### src/rtl/bus_arbiter_sm_pkg.sv
// rtl/bus_arbiter_sm_pkg.sv - shared state encodings and sizing helpers for the bus arbiter
package bus_arbiter_sm_pkg;

  // Transaction tracker states: idle, or one transaction outstanding on the bus
  typedef enum logic [0:0] {
    BUS_IDLE = 1'b0,
    BUS_WAIT = 1'b1
  } bus_state_e;

  // Width of a counter that must reach timeout; never narrower than one bit
  function automatic int cnt_width(input int timeout);
    int w;
    w = $clog2(timeout + 1);
    if (w < 1) w = 1;
    return w;
  endfunction

endpackage

### src/rtl/bus_arbiter_sm_rr_arbiter.sv
// rtl/bus_arbiter_sm_rr_arbiter.sv - combinational round-robin arbiter
module rr_arbiter #(
  parameter int N     = 2,
  parameter int IDX_W = $clog2(N)
) (
  input  logic [N-1:0]     req,
  input  logic [IDX_W-1:0] last_grant,
  output logic [N-1:0]     gnt,
  output logic [IDX_W-1:0] gnt_idx
);

  logic             found;
  logic [IDX_W-1:0] cand;

  // Search from last_grant+1 upward with wrap; the first requester found wins
  always_comb begin
    gnt     = '0;
    gnt_idx = '0;
    found   = 1'b0;
    cand    = '0;
    for (int k = 1; k <= N; k++) begin
      cand = IDX_W'((int'(last_grant) + k) % N);
      if (!found && req[cand]) begin
        found   = 1'b1;
        gnt_idx = cand;
      end
    end
    gnt[gnt_idx] = found;
  end

endmodule

### src/rtl/bus_arbiter_sm.sv
// rtl/bus_arbiter_sm.sv - round-robin bus arbiter with single-outstanding tracker and timeout
module bus_arbiter_sm
  import bus_arbiter_sm_pkg::*;
#(
  parameter int NUM_CH  = 2,
  parameter int ADDR_W  = 32,
  parameter int DATA_W  = 32,
  parameter int TIMEOUT = 255
) (
  input  logic                     clock,
  input  logic                     reset,
  input  logic [NUM_CH-1:0]        ch_req_valid,
  output logic [NUM_CH-1:0]        ch_req_ready,
  input  logic [NUM_CH*ADDR_W-1:0] ch_req_addr,
  input  logic [NUM_CH-1:0]        ch_req_wen,
  input  logic [NUM_CH*DATA_W-1:0] ch_req_wdata,
  output logic [NUM_CH-1:0]        ch_resp_valid,
  output logic [DATA_W-1:0]        ch_resp_rdata,
  output logic                     ch_resp_err,
  output logic                     bus_req_valid,
  output logic [ADDR_W-1:0]        bus_req_addr,
  output logic                     bus_req_wen,
  output logic [DATA_W-1:0]        bus_req_wdata,
  input  logic                     bus_resp_valid,
  input  logic [DATA_W-1:0]        bus_resp_rdata,
  output logic                     busy
);

  localparam int IDX_W = $clog2(NUM_CH);
  localparam int CNT_W = cnt_width(TIMEOUT);
  localparam logic [CNT_W-1:0] CNT_MAX = {CNT_W{1'b1}};

  bus_state_e        state_q, state_d;
  logic [IDX_W-1:0]  owner_q, owner_d;
  logic [IDX_W-1:0]  last_grant_q, last_grant_d;
  logic [CNT_W-1:0]  wait_cnt_q, wait_cnt_d;
  logic [ADDR_W-1:0] addr_q, addr_d;
  logic              wen_q, wen_d;
  logic [DATA_W-1:0] wdata_q, wdata_d;

  logic [NUM_CH-1:0] gnt;
  logic [IDX_W-1:0]  gnt_idx;
  logic              timeout_hit;

  rr_arbiter #(
    .N     (NUM_CH),
    .IDX_W (IDX_W)
  ) u_rr_arbiter (
    .req        (ch_req_valid),
    .last_grant (last_grant_q),
    .gnt        (gnt),
    .gnt_idx    (gnt_idx)
  );

  // Timeout fires in WAIT cycle TIMEOUT+1; TIMEOUT of zero waits forever
  assign timeout_hit   = (TIMEOUT != 0) && (wait_cnt_q == CNT_W'(TIMEOUT));
  assign busy          = (state_q == BUS_WAIT);
  assign bus_req_valid = (state_q == BUS_WAIT) && (wait_cnt_q == '0);
  assign bus_req_addr  = addr_q;
  assign bus_req_wen   = wen_q;
  assign bus_req_wdata = wdata_q;

  // Next-state, grant and response logic; ready is held low while reset is asserted
  always_comb begin
    state_d       = state_q;
    owner_d       = owner_q;
    last_grant_d  = last_grant_q;
    wait_cnt_d    = wait_cnt_q;
    addr_d        = addr_q;
    wen_d         = wen_q;
    wdata_d       = wdata_q;
    ch_req_ready  = '0;
    ch_resp_valid = '0;
    ch_resp_err   = 1'b0;
    ch_resp_rdata = '0;
    case (state_q)
      BUS_IDLE: begin
        if ((|ch_req_valid) && !reset) begin
          ch_req_ready = gnt;
          owner_d      = gnt_idx;
          last_grant_d = gnt_idx;
          addr_d       = ch_req_addr[gnt_idx*ADDR_W +: ADDR_W];
          wen_d        = ch_req_wen[gnt_idx];
          wdata_d      = ch_req_wdata[gnt_idx*DATA_W +: DATA_W];
          wait_cnt_d   = '0;
          state_d      = BUS_WAIT;
        end
      end
      BUS_WAIT: begin
        if (bus_resp_valid) begin
          ch_resp_valid[owner_q] = 1'b1;
          ch_resp_rdata          = bus_resp_rdata;
          state_d                = BUS_IDLE;
        end else if (timeout_hit) begin
          ch_resp_valid[owner_q] = 1'b1;
          ch_resp_err            = 1'b1;
          state_d                = BUS_IDLE;
        end else if (wait_cnt_q != CNT_MAX) begin
          wait_cnt_d = wait_cnt_q + CNT_W'(1);
        end
      end
      default: state_d = BUS_IDLE;
    endcase
  end

  // State, ownership, request latch and wait counter registers
  always_ff @(posedge clock or posedge reset) begin
    if (reset) begin
      state_q      <= BUS_IDLE;
      owner_q      <= '0;
      last_grant_q <= IDX_W'(NUM_CH - 1);
      wait_cnt_q   <= '0;
      addr_q       <= '0;
      wen_q        <= 1'b0;
      wdata_q      <= '0;
    end else begin
      state_q      <= state_d;
      owner_q      <= owner_d;
      last_grant_q <= last_grant_d;
      wait_cnt_q   <= wait_cnt_d;
      addr_q       <= addr_d;
      wen_q        <= wen_d;
      wdata_q      <= wdata_d;
    end
  end

endmodule

### config.mk
export PLATFORM = sky130hd
export DESIGN_NAME = bus_arbiter_sm
export DESIGN_NICKNAME = d
export VERILOG_FILES = /design/src/rtl/bus_arbiter_sm_pkg.sv /design/src/rtl/bus_arbiter_sm_rr_arbiter.sv /design/src/rtl/bus_arbiter_sm.sv
export SDC_FILE = /design/constraint.sdc
export NUM_CORES = 1
export LEC_CHECK = 0
export ABC_CLOCK_PERIOD_IN_PS = 2200
export CAP_MARGIN = 20
export CORE_ASPECT_RATIO = 0.8
export CORE_MARGIN = 4
export CORE_UTILIZATION = 31
export CTS_BUF_LIST = sky130_fd_sc_hd__clkbuf_4 sky130_fd_sc_hd__clkbuf_8 sky130_fd_sc_hd__clkbuf_16
export DETAILED_ROUTE_END_ITERATION = 16
export PLACE_DENSITY_LB_ADDON = 0.12
export SKIP_CTS_REPAIR_TIMING = 1
export SYNTH_ARGS = -nofsm -noshare
export SYNTH_HDL_FRONTEND = slang
export SYNTH_SLANG_ARGS = --single-unit
### constraint.sdc
create_clock -name clock -period 2.2 [get_ports clock]
set_input_delay 0.33 -clock clock [delete_from_list [all_inputs] [get_ports clock]]
set_output_delay 0.33 -clock clock [all_outputs]
set_load 0.02 [all_outputs]
==> flow_metrics.py <==
metrics = {
    "detailed_routing": {
        "wl_um": 13900,
        "wl_per_cell_um": 18.5,
        "drc_errors": 0,
        "vias_per_cell": 5.06,
        "drt_pass1_iterations": 4,
        "vias": 3818,
        "drtIter0Drc": 170,
        "ant_nets": 0,
    },
    "worst_setup_path": {
        "crit_chain": "ha_1 -> and4_1 -> and4_1 -> o21ai_1 -> nor2_1 -> dlymetal6s2s_1",
        "crit_start": "wait_cnt_q[0]",
        "arrival_ns": 1.81,
        "slowest_delay_ns": 0.38,
        "critPathSlowestCell": "dfrtp_1",
        "crit_required_ns": 1.87,
        "start_kind": "register",
        "critPathKind": "reg -> out",
        "worstReg2RegStart": "last_grant_q",
        "crit_fanout": 3,
        "crit_top_cell": "and4_1",
        "cp-end-kind": "output port",
    },
    "sta": {
        "finalCritPeriodShare_pct": 97.4,
        "finalSetupViolations": 0,
        "setup_tns_ns": 0,
        "drv_slew": 0,
        "fmax_ghz": 0.467,
        "relSlewSlack_pct": 51.7,
        "hold_ws_ns": 0.524,
        "skew_ns": 0.00488,
        "setup_ws_ns": 0.0565,
        "worstMarginPinSlew_ns": 0.724,
        "period_minus_slack_ns": 2.14,
        "hold_violations": 0,
        "rsz0062_at_grt": "yes",
    },
    "synthesis": {
        "ys_types": 28,
        "synth_edf_count": 0,
        "synth_async_sr_flop_share_pct": 100,
        "netlist_area_um2": 3670,
        "synth_seq_area_share_pct": 51.9,
        "syn-num-nets": 500,
        "avgSynthCellArea_um2": 11.1,
        "synth-seq-cells": 76,
        "synth_ff_type": "dfrtp_1",
        "yosys_warnings": 0,
        "synthCells": 331,
    },
    "layout": {
        "antennaDiodeCount": 0,
        "instances_no_fill": 755,
        "final_nets": 771,
        "drive_gt1_share_pct": 7.58,
        "areaGrowthSynthToFinish_pct": 91.2,
        "utilization_pct": 60.6,
        "final_common_cell": "clkdlybuf4s50_1",
        "final_cell_mix": "235 x clkdlybuf4s50_1, 75 x dfrtp_1, 67 x a21o_1",
        "final_design_area_no_fill_um2": 7010,
    },
    "die": {
        "num_rows": 35,
        "die_x_um": 130,
        "die-area_um2": 13600,
        "fp.dieH_um": 105,
        "ioPinCount": 271,
        "design.core.area_um2": 11600,
        "initial_core_util_pct": 31.7,
    },
    "pwr": {
        "power.total_mw": 6.09,
        "powerDensity_nw_per_um2": 869,
        "ir_drop_v": 0.000428,
        "p_leak_nw": 3.90,
    },
    "place": {
        "port_buffers": 270,
        "gp_congestion": 0.813,
        "placed_area_um2": 6620,
        "dp.cells": 739,
        "dpl_worst_slack_ns": -0.0442,
        "hpwl_um": 10100,
    },
    "clock_network": {
        "cts.sinks": 76,
        "cts_tree": "yes",
        "h-tree-depth": 3,
        "insertion_delay_ns": 0.33,
        "clock_path_buffers": 2,
        "clk_pin_slew_ns": 0.06,
        "cts_root_buf": "clkbuf_16",
        "cts_buffers": 9,
    },
    "run": {
        "drv_cap": 0,
    },
    "global_routing": {
        "antenna_found_initial": 0,
        "grt.total_usage_pct": 19.6,
        "grt_max_degree": 66,
        "grt_pass1_wl_um": 21200,
        "grt_pass1_vias": 4002,
        "overflow": 0,
    },
    "hold_path": {
        "hp-class": "reg -> reg",
        "min_from": "last_grant_q",
    },
    "outcome": {
        "status": "finished clean",
    },
}
==> final timing paths <==
| kind | endpoint | slack (ns) | cells past startpoint |
|---|---|---|---|
| worst min register to register | last_grant_q | 0.52 | 1 |
| worst min-delay path | last_grant_q | 0.52 | 1 |
| worst max register to register | bus_req_wdata[29] | 0.41 | 6 |
| max in group asynchronous | bus_req_wdata[30] | 1.26 | 4 |
| min in group asynchronous | wait_cnt_q[3] | 0.56 | 4 |
| worst max-delay path | ch_resp_valid[1] | 0.06 | 6 |
==> state kept, by name, summed over array words and instances, names as in the netlist <==
name and count:
busy 1, bus_req_wdata 32, bus_req_wen 1, wait_cnt_q 8, last_grant_q 1, owner_q 1
bus_req_addr 32
==> cell families (layout without fill, tap and decap cells) <==
kind of cell,after synthesis,in the layout,share of synthesized area (%)
DFF,76,76,51.9
AOI/OAI and AO/OA,144,144,31.4
adders and majority gates,2,2,0.682
buffers and inverters,37,313,4.88
and+or+nand+nor,71,71,10.8
muxes,1,1,0.307
==> layer usage <==
layer	up-vias	wire length, µm	GRT usage (%)
met5	-	0	0
met4	0	208	5.49
met3	16	1520	8.26
met2	179	7050	34.7
met1	1834	5170	21.2
li1	1789	-	-
==> power by group <==
part	leakage [nW]	total (mW)	switching [mW]	internal, mW
Clock	0.152	1.53	0.578	0.950
Sequential	0.939	1.98	0.209	1.77
Combinational	2.81	2.58	1.16	1.42
Total	3.90	6.09	1.95	4.14
==> worst max-delay path, delay by kind of cell, from the launching register on <==
kind | cells | cell delay, ns
fa+ha+maj | 1 | 0.23
simple gates | 3 | 0.50
buf+inv | 1 | 0.21
compound gates | 1 | 0.17
flops | 1 | 0.38
==> final cells by class <==
type	count	area, µm²
Multi-Input combinational cell	218	1610
Timing Repair Buffer	291	2980
Tap cell	148	185
Inverter	6	26.3
Clock buffer	12	260
Fill cell	994	4550
Sequential cell	76	1900
Clock inverter	4	47.5
==> cell usage after synthesis, types with 2 or more instances <==
cell type | n | area [µm²]
dfrtp_1 | 75 | 1880
a21o_1 | 67 | 503
a22o_1 | 66 | 578
and3_1 | 33 | 206
buf_2 | 14 | 70.1
clkbuf_1 | 14 | 52.6
nand3_1 | 12 | 60.1
nand2_1 | 9 | 33.8
inv_1 | 6 | 22.5
nor2_1 | 5 | 18.8
buf_6 | 3 | 33.8
nor3_1 | 3 | 15.0
o21ai_0 | 3 | 15.0
a21oi_1 | 2 | 10.0
a31oi_1 | 2 | 12.5
and4_1 | 2 | 17.5
ha_1 | 2 | 25.0
nor2b_1 | 2 | 12.5
or4_1 | 2 | 15.0
No activity file was read; power rests on OpenSTA's default activity.
